<file path="src/rtl/mem_arbiter.sv">
// mem_arbiter: arbitrates a fetch port and an LSU port onto a single
// request/ack memory interface. LSU has priority, but after MAX_LSU_RUN
// consecutive LSU grants with fetch waiting, fetch gets the next slot.
// A BUSY access that sees no ack for TIMEOUT cycles is aborted, completes
// with zero read data and raises a sticky error flag.
module mem_arbiter #(
   parameter int MAX_LSU_RUN = 2,
   parameter int TIMEOUT     = 15
) (
   input  logic        i_clk,
   input  logic        i_reset,
   input  logic        i_if_req,
   input  logic [31:0] i_if_addr,
   output logic        o_if_gnt,
   output logic        o_if_done,
   output logic [31:0] o_if_rdata,
   input  logic        i_ls_req,
   input  logic        i_ls_wren,
   input  logic [31:0] i_ls_addr,
   input  logic [31:0] i_ls_wdata,
   input  logic [3:0]  i_ls_bmask,
   output logic        o_ls_gnt,
   output logic        o_ls_done,
   output logic [31:0] o_ls_rdata,
   output logic        o_mem_req,
   output logic        o_mem_wren,
   output logic [31:0] o_mem_addr,
   output logic [31:0] o_mem_wdata,
   output logic [3:0]  o_mem_bmask,
   input  logic        i_mem_ack,
   input  logic [31:0] i_mem_rdata,
   output logic        o_err_timeout
);

   localparam int RUN_W = (MAX_LSU_RUN < 2) ? 1 : $clog2(MAX_LSU_RUN + 1);
   localparam logic [RUN_W-1:0] RUN_MAX  = RUN_W'(MAX_LSU_RUN);
   localparam logic [3:0]       TMO_LAST = 4'(TIMEOUT - 1);

   typedef enum logic [1:0] {
      IDLE    = 2'd0,
      BUSY_IF = 2'd1,
      BUSY_LS = 2'd2
   } state_t;

   state_t           state_reg;
   state_t           state_next;
   logic [RUN_W-1:0] run_cnt_reg;
   logic [3:0]       tmo_cnt_reg;
   logic             if_done_reg;
   logic             ls_done_reg;
   logic             ls_wins;
   logic             busy;
   logic             tmo_hit;

   // LSU wins unless fetch is waiting and the LSU has used up its run
   assign ls_wins = i_ls_req && !(i_if_req && (run_cnt_reg == RUN_MAX));
   assign busy    = (state_reg != IDLE);
   // This BUSY cycle is the TIMEOUT-th without ack; a coincident ack wins
   assign tmo_hit = busy && !i_mem_ack && (tmo_cnt_reg == TMO_LAST);

   // State register
   always_ff @(posedge i_clk) begin
      if (i_reset) begin
         state_reg <= IDLE;
      end else begin
         state_reg <= state_next;
      end
   end

   // Next-state logic: grant out of IDLE, leave BUSY on ack or timeout
   always_comb begin
      state_next = state_reg;
      case (state_reg)
         IDLE: begin
            if (o_ls_gnt) begin
               state_next = BUSY_LS;
            end else if (o_if_gnt) begin
               state_next = BUSY_IF;
            end
         end
         BUSY_IF, BUSY_LS: begin
            if (i_mem_ack || tmo_hit) begin
               state_next = IDLE;
            end
         end
         default: state_next = IDLE;
      endcase
   end

   // Outputs: combinational grants in IDLE, memory request in every BUSY cycle
   always_comb begin
      o_ls_gnt  = 1'b0;
      o_if_gnt  = 1'b0;
      o_mem_req = busy;
      if ((state_reg == IDLE) && !i_reset) begin
         o_ls_gnt = ls_wins;
         o_if_gnt = i_if_req && !ls_wins;
      end
   end

   assign o_if_done = if_done_reg;
   assign o_ls_done = ls_done_reg;

   // Datapath: latch the granted request, capture read data, track run and timeout
   always_ff @(posedge i_clk) begin
      if (i_reset) begin
         o_mem_wren    <= 1'b0;
         o_mem_addr    <= '0;
         o_mem_wdata   <= '0;
         o_mem_bmask   <= '0;
         o_if_rdata    <= '0;
         o_ls_rdata    <= '0;
         run_cnt_reg   <= '0;
         tmo_cnt_reg   <= '0;
         o_err_timeout <= 1'b0;
         if_done_reg   <= 1'b0;
         ls_done_reg   <= 1'b0;
      end else begin
         if_done_reg <= 1'b0;
         ls_done_reg <= 1'b0;
         if (state_reg == IDLE) begin
            tmo_cnt_reg <= '0;
            if (o_ls_gnt) begin
               o_mem_wren  <= i_ls_wren;
               o_mem_addr  <= i_ls_addr;
               o_mem_wdata <= i_ls_wdata;
               o_mem_bmask <= i_ls_bmask;
               if (!i_if_req) begin
                  run_cnt_reg <= '0;
               end else if (run_cnt_reg != RUN_MAX) begin
                  run_cnt_reg <= run_cnt_reg + 1'b1;
               end
            end else if (o_if_gnt) begin
               o_mem_wren  <= 1'b0;
               o_mem_addr  <= i_if_addr;
               o_mem_wdata <= '0;
               o_mem_bmask <= 4'hF;
               run_cnt_reg <= '0;
            end else if (!i_if_req) begin
               run_cnt_reg <= '0;
            end
         end else if (i_mem_ack) begin
            if (state_reg == BUSY_IF) begin
               if_done_reg <= 1'b1;
               o_if_rdata  <= i_mem_rdata;
            end else begin
               ls_done_reg <= 1'b1;
               if (!o_mem_wren) begin
                  o_ls_rdata <= i_mem_rdata;
               end
            end
         end else if (tmo_hit) begin
            o_err_timeout <= 1'b1;
            if (state_reg == BUSY_IF) begin
               if_done_reg <= 1'b1;
               o_if_rdata  <= '0;
            end else begin
               ls_done_reg <= 1'b1;
               o_ls_rdata  <= '0;
            end
         end else begin
            tmo_cnt_reg <= tmo_cnt_reg + 1'b1;
         end
      end
   end

endmodule

</file>
<file path="config.mk">
export PLATFORM = sky130hd
export DESIGN_NAME = mem_arbiter
export DESIGN_NICKNAME = d
export VERILOG_FILES = /design/src/rtl/mem_arbiter.sv
export SDC_FILE = /design/constraint.sdc
export NUM_CORES = 1
export LEC_CHECK = 0
export ABC_AREA = 1
export CAP_MARGIN = 20
export CORE_ASPECT_RATIO = 0.75
export CORE_MARGIN = 3
export CORE_UTILIZATION = 37
export CTS_CLUSTER_DIAMETER = 150
export CTS_CLUSTER_SIZE = 8
export DETAILED_ROUTE_END_ITERATION = 16
export GPL_TIMING_DRIVEN = 0
export PLACE_DENSITY = 0.82
export RECOVER_POWER = 50
export REMOVE_ABC_BUFFERS = 1
export SKIP_LAST_GASP = 1
export SYNTH_ARGS = -nofsm -noshare
export SYNTH_HDL_FRONTEND = slang
export SYNTH_SLANG_ARGS = --single-unit
</file>
<file path="constraint.sdc">
create_clock -name i_clk -period 1.6 [get_ports i_clk]
set_clock_uncertainty 0.1 [all_clocks]
set_input_delay 0.16 -clock i_clk [delete_from_list [all_inputs] [get_ports i_clk]]
set_output_delay 0.16 -clock i_clk [all_outputs]
set_load 0.005 [all_outputs]
</file>
==> metrics <==
Worst Hold Class=in2reg; met3 global-route usage=0.07366; Yosys top cell by area=dfxtp_1; sequential area share after synthesis=0.5078; Max clock buf depth=2; largest net degree at the start of global routing=83; dominant cells by area after synthesis=dfxtp_1, nand2_1, a21oi_1; Synth top area share=0.5078; layout cells sized above 1=0.2547; Die Y=113.3 um; IO Count=277; Post-synth top flop=dfxtp_1; # rows=38; CTS tree=done; Leak=4.141 nW; GR Util met2=0.4589; gr ovfl total=0; total vias in the final route=6,932; Critical Path AT=2.14 ns; met1 Usage GRT=0.3725; Total Die Area=16,880 um^2; Synth Instances=764; Final nets=1,245; Clock Latency Late Sink=0.42 ns; vias in the first global route=6,710; Num CTS Buffers=17; first-pass GRT wire length=37,380 um; max frequency=518.5 MHz; buffers added on ports=276; setup_tns=-17.33 ns; Inserted Diodes=0; Pwr Density=1257 nW/um^2; critical path launch point type=flip-flop; failing checks=setup timing; Post-synth top cells=nand2_1, dfxtp_1, a21oi_1, nor2_1, nand3_1; clk slew on worst S/H paths=0.07 ns; fin crit share=1.205; fillers=1,003; EDFF count, synth=0; placed instance count=1,190; H-tree levels=4; initial antenna violation count=0; normalized max-slew margin=0.6310; drt drc=0; RSZ-0062 raised after global routing=yes; Synth async-reset ratio=0; Least-Margin Pin Slew=0.5535 ns; status=finished, violations left; overall power=13.82 mW; CORE AREA=14,740 um^2; initial drt markers=592; Area Overhead vs Synth=93.59%; Die W=149.0 um; count of final max-slew check failures=0; antenna viol nets, final=0; final setup violation count=146; CP required=1.82 ns; Unique masters post-synth=24; max cap viols=0; Tmin final=1.929 ns; First-pass DRT Iterations=5; Hold Vio Cnt, Final=0; CP Class=reg2reg; Hold Path Depth=2; total track usage=0.2868; Yosys reg bits=144; Routed WL per cell=19.90 um; HPWL Detailed=12,770 um; Num Clock Sinks=144; min setup slack post-route=-0.3288 ns; count leader, synth=nand2_1; crit end category=flip-flop; Clk Tree Root Cell=clkbuf_16; initial cell density of the core=0.3851; post-synthesis average cell area=7.430 um^2; VDD IR-drop max=0.6811 mV; Worst R2R Path Depth=11; Routed WL=26,180 um; gpl congestion=0.8296; Non-Filler Instances=1,315; synth warn=0; gr busiest metal=met2; Mapped Area=5677 um^2; crit path max fanout=5; Via density=5.271; minimum hold slack=0.002584 ns; Layout Utilization=0.7456
-- cells in the final DEF (no fill, tap or decap), types with 16 or more instances in the layout --
master | synthesis | final
clkdlybuf4s25_1 | 0 | 23
a21oi_2 | 0 | 23
buf_12 | 0 | 17
nand3_1 | 70 | 62
nand2_2 | 2 | 32
nand2_1 | 207 | 163
clkdlybuf4s50_1 | 0 | 247
buf_4 | 2 | 34
a21oi_1 | 77 | 52
nor2_1 | 77 | 51
clkbuf_16 | 0 | 20
buf_6 | 4 | 18
inv_1 | 45 | 36
dfxtp_2 | 0 | 16
dfxtp_1 | 144 | 128
o21ai_0 | 39 | 20
nor2_4 | 0 | 20
a31oi_1 | 32 | 30
-- kinds of logic after synthesis --
logic type	Yosys count	share of synthesized area
XOR/XNOR	2	0.003086
adder cells (fa/ha/maj)	5	0.01102
flip-flops	144	0.5078
buffers and inverters	102	0.07957
AO/OA/AOI/OAI	150	0.1402
AND/OR/NAND/NOR	361	0.2583
-- critical path, cell delays in order, from the launching register on --
cell	delay, ns
dfxtp_2	0.35
inv_2	0.05
ha_4	0.19
nand2_4	0.08
nor2_4	0.06
buf_12	0.13
buf_12	0.11
nor2_4	0.14
buf_8	0.17
clkbuf_16	0.15
nand2_1	0.06
a31oi_1	0.23
-- where the power goes --
| part | total (mW) | switching (mW) | leakage [nW] | internal [mW] |
|---|---|---|---|---|
| clock network | 3.77 | 1.74 | 0.265 | 2.03 |
| logic | 5.60 | 2.70 | 2.70 | 2.90 |
| registers | 4.45 | 0.352 | 1.18 | 4.10 |
-- routing by layer --
layer	up-vias	share of wire
met2	399	0.47
met1	3266	0.42
met5	-	0
met3	68	0.086
li1	3199	-
met4	0	0.030
-- timing repair --
item | CTS | global route
gates resized for setup | 216 | 101
pin swaps | 46 | 22
buffers inserted | 62 | 14
hold buffers | 0 | 0
cloned | 22 | 6
endpoints found under the setup margin | 146 | 180
-- per-stage QoR --
stage | setup WS [ns] | instance area [um^2]
6_report | -0.3288 | 10990
5_1_grt | -0.3530 | 10990
4_1_cts | -0.2149 | 10710
3_5_place_dp | -1.961 | 8534
3_3_place_gp | -7.728 | 8414
2_1_floorplan | -1.902 | 5401
-- final timing paths --
path | startpoint | endpoint | slack (ns)
setup / recovery | state_reg[0]$_SDFFE_PP0P_ | o_mem_addr[28]$_SDFFE_PP0P_ | -0.33
hold / removal | i_reset | o_mem_wdata[30]$_SDFFE_PP0P_ | 0.003
setup reg to reg | state_reg[0]$_SDFFE_PP0P_ | o_mem_addr[28]$_SDFFE_PP0P_ | -0.33
hold reg to reg | o_err_timeout$_SDFFE_PP0P_ | o_err_timeout$_SDFFE_PP0P_ | 0.35
-- cell type report --
| type | instances | area, um^2 | share of cell area |
|---|---|---|---|
| Clock buffer | 17 | 425.4 | 0.03871 |
| Clock inverter | 15 | 125.1 | 0.01139 |
| Inverter | 47 | 212.7 | 0.01936 |
| Multi-Input combinational cell | 532 | 3208 | 0.2919 |
| Sequential cell | 144 | 2903 | 0.2641 |
| Tap cell | 200 | 250.2 | 0.02277 |
| Timing Repair Buffer | 358 | 3849 | 0.3502 |
| Timing Repair inverter | 2 | 16.27 | 0.001480 |
(Power assumes the default switching activity.)
